--- src/rtl/diag_feeder.sv ---
// Diagonal skew feeder: buffers a 4x4 matrix row by row, then streams it out
// as 7 anti-diagonal beats across 4 lanes for the downstream aggregator.
module diag_feeder (
    input  logic        clk,
    input  logic        rst_n,
    input  logic        in_valid,
    output logic        in_ready,
    input  logic [31:0] a1,
    input  logic [31:0] a2,
    input  logic [31:0] a3,
    input  logic [31:0] a4,
    input  logic        abort,
    output logic        out_valid,
    output logic [31:0] d1,
    output logic [31:0] d2,
    output logic [31:0] d3,
    output logic [31:0] d4,
    output logic [3:0]  lane_en,
    output logic [5:0]  count,
    output logic        out_last
);

    localparam int unsigned DW    = 32;
    localparam int unsigned LANES = 4;
    localparam int unsigned CW    = 6;
    localparam int unsigned BW    = 3;

    typedef enum logic {
        LOAD = 1'b0,
        EMIT = 1'b1
    } state_t;

    state_t                               r_state;
    state_t                               w_state_nxt;
    logic [1:0]                           r_row_ptr;
    logic [1:0]                           w_row_ptr_nxt;
    logic [BW-1:0]                        r_beat;
    logic [BW-1:0]                        w_beat_nxt;
    logic                                 w_store;
    logic [LANES-1:0][LANES-1:0][DW-1:0]  r_mat;
    logic [LANES-1:0][DW-1:0]             w_d;
    logic [LANES-1:0]                     w_lane_en;

    // State, row pointer and beat index
    always_ff @(posedge clk or negedge rst_n) begin
        if (!rst_n) begin
            r_state   <= LOAD;
            r_row_ptr <= '0;
            r_beat    <= '0;
        end else begin
            r_state   <= w_state_nxt;
            r_row_ptr <= w_row_ptr_nxt;
            r_beat    <= w_beat_nxt;
        end
    end

    // Matrix storage; column 0 sits in the lowest word of each row
    always_ff @(posedge clk or negedge rst_n) begin
        if (!rst_n) begin
            r_mat <= '0;
        end else if (w_store) begin
            r_mat[r_row_ptr] <= {a4, a3, a2, a1};
        end
    end

    // Next-state logic; abort wins over any accept on the same edge
    always_comb begin
        w_state_nxt   = r_state;
        w_row_ptr_nxt = r_row_ptr;
        w_beat_nxt    = r_beat;
        w_store       = 1'b0;
        if (abort) begin
            w_state_nxt   = LOAD;
            w_row_ptr_nxt = '0;
            w_beat_nxt    = '0;
        end else begin
            case (r_state)
                LOAD: begin
                    if (in_valid) begin
                        w_store = 1'b1;
                        if (r_row_ptr == 2'd3) begin
                            w_state_nxt   = EMIT;
                            w_row_ptr_nxt = '0;
                            w_beat_nxt    = '0;
                        end else begin
                            w_row_ptr_nxt = r_row_ptr + 2'd1;
                        end
                    end
                end
                EMIT: begin
                    if (r_beat == BW'(6)) begin
                        w_state_nxt = LOAD;
                        w_beat_nxt  = '0;
                    end else begin
                        w_beat_nxt = r_beat + BW'(1);
                    end
                end
                default: w_state_nxt = LOAD;
            endcase
        end
    end

    // Anti-diagonal lane select: rising half (beats 0..3), falling half (4..6)
    always_comb begin
        w_lane_en = '0;
        w_d       = '0;
        if (r_state == EMIT) begin
            for (int i = 0; i < int'(LANES); i++) begin
                if (r_beat <= BW'(3)) begin
                    if (BW'(i) <= r_beat) begin
                        w_lane_en[i] = 1'b1;
                        w_d[i]       = r_mat[i][2'(r_beat - BW'(i))];
                    end
                end else if (BW'(i) <= BW'(6) - r_beat) begin
                    w_lane_en[i] = 1'b1;
                    w_d[i]       = r_mat[2'(r_beat - BW'(3) + BW'(i))][2'(3 - i)];
                end
            end
        end
    end

    assign in_ready  = (r_state == LOAD);
    assign out_valid = (r_state == EMIT);
    assign out_last  = (r_state == EMIT) && (r_beat == BW'(6));
    assign count     = (r_state == EMIT) ? CW'(r_beat) : '0;
    assign lane_en   = w_lane_en;
    assign d1        = w_d[0];
    assign d2        = w_d[1];
    assign d3        = w_d[2];
    assign d4        = w_d[3];

endmodule

--- config.mk ---
export PLATFORM = sky130hd
export DESIGN_NAME = diag_feeder
export DESIGN_NICKNAME = d
export VERILOG_FILES = /design/src/rtl/diag_feeder.sv
export SDC_FILE = /design/constraint.sdc
export NUM_CORES = 1
export LEC_CHECK = 0
export BUFFER_PORTS_ARGS = -buffer_cell sky130_fd_sc_hd__buf_2
export CAP_MARGIN = 15
export CORE_MARGIN = 1.5
export CORE_UTILIZATION = 53
export CTS_CLUSTER_DIAMETER = 40
export DETAILED_ROUTE_END_ITERATION = 12
export PLACE_DENSITY = 0.87
export SYNTH_ARGS = -nofsm -noshare
export SYNTH_HDL_FRONTEND = slang
export SYNTH_SLANG_ARGS = --single-unit
--- constraint.sdc ---
create_clock -name clk -period 2.55 [get_ports clk]
set_input_delay 0.255 -clock clk [delete_from_list [all_inputs] [get_ports clk]]
set_output_delay 0.255 -clock clk [all_outputs]
set_load 0.02 [all_outputs]
==> impl_metrics.py, run 1 <==
metrics = {
    "worst_setup_path": {
        "worstSetupEndpointType": "output pin",
        "cp.arrival_ps": 2710,
        "setup.worst_path.start_class": "flip-flop",
        "crit_type": "reg2out",
        "worstPathRequired_ps": 2300,
        "cp_max_fo": 7,
    },
    "detailed_routing": {
        "num_vias": 17900,
        "drt_iter0_markers": 1744,
        "viasPerCell": 6.39,
        "antenna_left": 0,
        "first_pass_iters": 5,
        "wl_um": 79900,
        "post_drt_wl_per_cell_um": 28.5,
        "drc": 0,
    },
    "logic_synthesis": {
        "avgSynthCellArea_um2": 14.5,
        "synth_ff_type": "dfrtp_1",
        "synth_area_um2": 24400,
        "ys_ff_latch": 486,
        "seq_area_frac_synth": 0.498,
        "yosysTopAreaCell": "dfrtp_1",
        "ys_async_sr_fraction": 1.00,
        "synth_top_area_frac": 0.498,
        "synth-edff-count": 0,
        "yosysWarnings": 0,
        "ys_top_cells_by_area": "dfrtp_1 (50%), mux2_1 (15%), mux2_2 (8.7%)",
        "yosysUniqueCellTypes": 39,
        "syn_inst": 1681,
    },
    "global_route": {
        "track_usage": 0.339,
        "antenna_found_initial": 6,
        "grt_overflow": 0,
        "grt_pass1_vias": 19300,
        "grt_max_degree": 74,
        "grt_first_pass_wirelength_um": 120000,
    },
    "clock_tree": {
        "path_clk_slew_ps": 60,
        "cts_tree": "yes",
        "worstSkewPairLatency_ps": 610,
        "cts_root_buf": "clkbuf_16",
        "clk_path_buf_depth": 3,
        "h-tree-depth": 3,
        "numCtsBuffers": 73,
        "clock_sinks": 486,
    },
    "layout": {
        "seq_area_um2": 12200,
        "multiInputGateArea_um2": 12000,
        "area_delta_synth_final_pct": 32.1,
        "layout.nets": 2277,
        "drive_gt1_frac": 0.442,
        "fill_cells": 2792,
        "fin_util": 0.710,
    },
    "status": {
        "failed_checks": "setup timing",
        "status": "complete, but fails checks",
    },
    "timing": {
        "rsz0062_at_grt": "yes",
        "setup_viol": 129,
        "finalCritPeriodShare": 1.16,
        "fmax_mhz": 338,
        "setup_slack_ps": -411,
        "relSlewSlack": 0.558,
        "worst_pin_slew_ps": 664,
        "hold_violations": 0,
        "clock-skew-final_ps": 17.5,
        "maxSlewViolCount": 0,
        "fin_crit_ps": 2960,
        "whs_ps": 84.4,
    },
    "placement": {
        "place_congestion": 0.825,
        "portBuffers": 269,
        "pre_cts_ws_ps": 87.3,
        "hpwlAfterDp_um": 42500,
    },
    "floorplan": {
        "dieArea_um2": 47400,
        "start_util": 0.537,
        "rows": 78,
        "die_x_um": 218,
        "die_h_um": 218,
        "ioPinCount": 273,
        "core_um2": 45500,
    },
    "job": {
        "maxCapViolations": 0,
    },
    "pwr": {
        "p_leak_uw": 0.0141,
        "power.total_uw": 26700,
        "peakVddDrop_mv": 0.621,
        "pwr_density_cell_nw_per_um2": 828,
    },
    "worst_hold_path": {
        "hp-class": "in2reg",
    },
}
[synth_stat cells (3+ instances only)]
cell type	number
a21oi_1	33
a22oi_1	64
and2_1	6
and3_1	34
buf_12	5
buf_2	39
buf_4	53
buf_6	20
clkbuf_1	21
dfrtp_1	486
ha_1	8
inv_1	8
mux2_1	324
mux2_2	188
mux2i_1	130
mux4_1	3
mux4_2	93
nand2_1	4
nand2b_1	3
nor2_1	6
nor2b_1	99
nor3_1	35
o21ai_0	3
[worst paths after layout]
kind | from | to | slack, ps | cells after the start
min reg2reg | r_mat[72] | r_mat[72] | 480 | 1
max | r_beat[0] | d4[16] | -410 | 8
max in group asynchronous | rst_n | r_mat[461] | 1470 | 3
min in group asynchronous | rst_n | r_mat[382] | 260 | 2
max reg2reg | out_valid | r_mat[425] | 410 | 4
min | in_valid | r_beat[1] | 80 | 4
[cell usage in the layout, fill, tap and decap left out, types with 12 or more instances in the layout]
cell,synthesis,routed
clkbuf_16,0,77
a22oi_1,64,63
mux4_2,93,96
mux2i_1,130,127
mux2_2,188,186
a21oi_1,33,16
buf_12,5,29
mux2_1,324,324
and3_2,0,18
a21oi_2,1,16
nor3_2,0,32
dfrtp_1,486,482
buf_8,0,12
dlygate4sd3_1,0,130
buf_2,39,201
buf_16,0,15
buf_4,53,71
nor2b_4,0,30
nor2b_1,99,35
buf_6,20,52
nor2b_2,0,34
[timing repair]
action,in CTS,in global routing
resized for setup,215,73
hold buffers,130,0
pin swaps,23,27
hold endpoints to repair,538,0
setup endpoints to repair,128,132
gates cloned,16,2
buffers inserted,24,8
[stage by stage]
| step | cells | setup TNS, ps | area, um^2 |
|---|---|---|---|
| 2_1_floorplan | 1683 | 0 | 24700 |
| 3_3_place_gp | 2486 | 0 | 26800 |
| 3_5_place_dp | 2486 | 0 | 26800 |
| 4_1_cts | 2788 | -31020 | 32000 |
| 5_1_grt | 2798 | -36850 | 32300 |
| 6_report | 2798 | -30790 | 32300 |
[registers in the layout, summed over array words and instances (netlist names)]
name,cells
out_valid,1
r_row_ptr,2
r_beat,3
r_mat,480
[per-layer routing]
| layer | share of wire | vias up | global-route usage |
|---|---|---|---|
| met5 | 0.00038 | - | 0 |
| met4 | 0.047 | 4 | 0.173 |
| met1 | 0.39 | 9363 | 0.449 |
| met2 | 0.47 | 1050 | 0.528 |
| met3 | 0.087 | 283 | 0.0749 |
| li1 | - | 7173 | - |
[power breakdown]
| part | internal [uW] | leakage [uW] | switching, uW | total (uW) |
|---|---|---|---|---|
| clock | 6350 | 0.00122 | 3970 | 10300 |
| combinational | 2820 | 0.00680 | 1820 | 4640 |
| sequential | 9990 | 0.00604 | 1790 | 11800 |
| total | 19200 | 0.0141 | 7580 | 26700 |
[area by class of cell]
class / instances / share of cell area
multi-input combinational: 1050 / 0.372
timing repair buffer: 518 / 0.149
clock inverter: 44 / 0.0152
antenna: 4 / 0.000310
clock buffer: 88 / 0.0624
tap: 600 / 0.0233
inverter: 8 / 0.00109
sequential: 486 / 0.377
[worst max-delay path, cell delays in order (launching register included)]
cell	delay (ps)
dfrtp_4	460
inv_4	50
ha_4	290
buf_12	170
buf_16	160
mux4_2	560
nor2b_2	170
nor3_2	70
buf_4	170
[kinds of logic (layout without fill, tap and decap cells)]
family,count (synthesis),after routing,share of synthesized area
other,1,7,0.000153
buffers and inverters,147,658,0.0422
multiplexers,738,738,0.378
adder cells (fa/ha/maj),8,8,0.00410
flip-flops,486,486,0.498
AO/OA/AOI/OAI,109,109,0.0309
AND/OR/NAND/NOR,192,192,0.0467
Power figures use the tool's default switching activity.
==> inputs of run 2 (changes only) <==
--- a/config.mk
+++ b/config.mk
@@ -5,12 +5,12 @@
 export SDC_FILE = /design/constraint.sdc
 export NUM_CORES = 1
 export LEC_CHECK = 0
-export BUFFER_PORTS_ARGS = -buffer_cell sky130_fd_sc_hd__buf_2
 export CAP_MARGIN = 15
 export CORE_MARGIN = 1.5
-export CORE_UTILIZATION = 53
+export CORE_UTILIZATION = 58
 export CTS_CLUSTER_DIAMETER = 40
 export DETAILED_ROUTE_END_ITERATION = 12
+export DONT_BUFFER_PORTS = 1
 export PLACE_DENSITY = 0.87
 export SYNTH_ARGS = -nofsm -noshare
 export SYNTH_HDL_FRONTEND = slang
==> impl_metrics.py, run 2 (synthesized netlist as in run 1, its figures left out) <==
metrics = {
    "status": {
        "status": "complete, but fails checks",
        "failed_checks": "hold timing, setup timing",
    },
    "clock_tree": {
        "h-tree-depth": 3,
        "path_clk_slew_ps": 60,
        "clk_path_buf_depth": 3,
        "cts_tree": "yes",
        "clock_sinks": 486,
        "hold_buffers": 130,
        "cts_root_buf": "clkbuf_16",
        "worstSkewPairLatency_ps": 600,
        "numCtsBuffers": 66,
    },
    "worst_setup_path": {
        "startpoint": "r_beat[0]",
        "worstSetupEndpointType": "output pin",
        "cp.arrival_ps": 2640,
        "setup.worst_path.start_class": "flip-flop",
        "reg2reg_slack_ps": 280,
        "r2r-end": "r_mat[303]",
        "critical-path-top-delay-family": "buffers and inverters",
        "crit_type": "reg2out",
        "worst_path_largest_cell_delay_ps": 500,
        "r2r_start": "out_valid",
        "slowest_stage": "dfrtp_4",
        "critical_path_buf_inv_count": 5,
        "path_cells": "inv_4 -> ha_4 -> buf_4 -> buf_8 -> buf_12 -> buf_16 -> mux2i_4 -> a22oi_2 -> and3_4",
        "worstPathRequired_ps": 2300,
        "rr_worst_depth": 5,
        "cp_max_fo": 5,
    },
    "timing": {
        "clock-skew-final_ps": 21.9,
        "finalCritPeriodShare": 1.14,
        "relSlewSlack": 0.361,
        "worst_pin_slew_ps": 959,
        "hold_violations": 486,
        "setup_slack_ps": -349,
        "fin_crit_ps": 2900,
        "whs_ps": -611,
        "fmax_mhz": 345,
        "setup_viol": 99,
        "maxSlewViolCount": 0,
        "rsz0062_at_grt": "yes",
    },
    "detailed_routing": {
        "drc": 0,
        "num_vias": 17000,
        "post_drt_wl_per_cell_um": 32.0,
        "first_pass_iters": 5,
        "wl_um": 79700,
        "viasPerCell": 6.83,
        "drt_iter0_markers": 1708,
        "antenna_left": 0,
    },
    "layout": {
        "regMostFlops": "r_mat",
        "fin_util": 0.755,
        "largest_reg_flops": 480,
        "final_common_cell": "dfrtp_1",
        "fill_cells": 2110,
        "top_regs": "r_mat x480, r_beat x3, r_row_ptr x2",
        "area_delta_synth_final_pct": 29.0,
        "layout.nets": 2036,
        "layout_common_cells": "dfrtp_1 (483), mux2_1 (324), mux2_2 (187)",
        "drive_gt1_frac": 0.383,
    },
    "floorplan": {
        "die_x_um": 208,
        "dieArea_um2": 43400,
        "ioPinCount": 273,
        "rows": 75,
        "die_h_um": 208,
        "core_um2": 41800,
        "start_util": 0.585,
    },
    "global_route": {
        "grt_overflow": 0,
        "grt_first_pass_wirelength_um": 117000,
        "grt_max_degree": 487,
        "antenna_found_initial": 3,
        "grt_pass1_vias": 18300,
        "track_usage": 0.360,
    },
    "placement": {
        "portBuffers": 0,
        "hpwlAfterDp_um": 41100,
        "place_congestion": 0.847,
    },
    "pwr": {
        "pwr_density_cell_nw_per_um2": 851,
        "power.total_uw": 26800,
        "p_leak_uw": 0.0131,
        "peakVddDrop_mv": 0.944,
    },
    "worst_hold_path": {
        "hp-class": "in2async",
    },
    "job": {
        "maxCapViolations": 0,
    },
}
run 2: changes by cell type in the layout (fill, tap and decap cells not counted), moves of 16 or more:
cell / before / now
buf_2: 201 / 0
nor2b_4: 30 / 69
nor2b_1: 35 / 7
buf_6: 52 / 26
and3_4: 9 / 32
buf_4: 71 / 49
buf_12: 29 / 47
and3_2: 18 / 1
nor3_2: 32 / 15
nor3_4: 3 / 19
run 2: area by class of cell:
cell class                      instances  area, um^2  share of cell area
Sequential cell                       486       12200               0.386
Timing Repair Buffer                  284        3720               0.118
Tap cell                              539         674              0.0214
Inverter                                8        35.0             0.00111
Antenna cell                            4        10.0            0.000318
Clock inverter                         31         493              0.0156
Clock buffer                           89        2000              0.0633
Multi-Input combinational cell       1050       12400               0.394
run 2: repair_timing:
action	4_1_cts	5_1_grt
setup buffers	51	13
gates resized for setup	278	51
endpoints found under the hold margin	972	486
pin swaps	18	18
gates cloned	18	4
endpoints found under the setup margin	129	129
run 2: per-layer routing:
layer  track usage  part of all wire  up-vias
met4         0.157             0.048        0
met5             0                 0        -
met2         0.582              0.49     1010
met1         0.467              0.38     9036
li1              -                 -     6712
met3        0.0851             0.084      267
run 2: worst max-delay path by stage:
stage,cells past startpoint,endpoint
6_report,9,d3[14]
5_1_grt,9,d3[14]
4_1_cts,8,d4[14]
3_5_place_dp,4,d2[1]
3_3_place_gp,7,d4[31]
2_1_floorplan,12,d3[10]
run 2: stage by stage:
step           TNS [ps]  cell area, um^2  cells  hold slack (ps)  worst slack, ps
2_1_floorplan         0            24700   1683            -40.6             5.54
3_3_place_gp          0            25400   2159            -19.8              126
3_5_place_dp          0            25400   2159            -21.5             72.8
4_1_cts          -20150            31200   2478             -643             -313
5_1_grt          -24450            31500   2489             -636             -394
6_report         -19360            31500   2491             -611             -349
run 2: where the power goes:
part / switching, uW / internal, uW / total (uW)
Sequential: 1850 / 9980 / 11800
Clock: 3700 / 6670 / 10400
Combinational: 1800 / 2830 / 4620
Total: 7340 / 19500 / 26800
run 2: worst register-to-register path: stages (launching register included):
cell	delay, ps
dfrtp_1	490
buf_4	240
nor3b_2	260
and2_4	420
buf_12	310
mux2_1	410
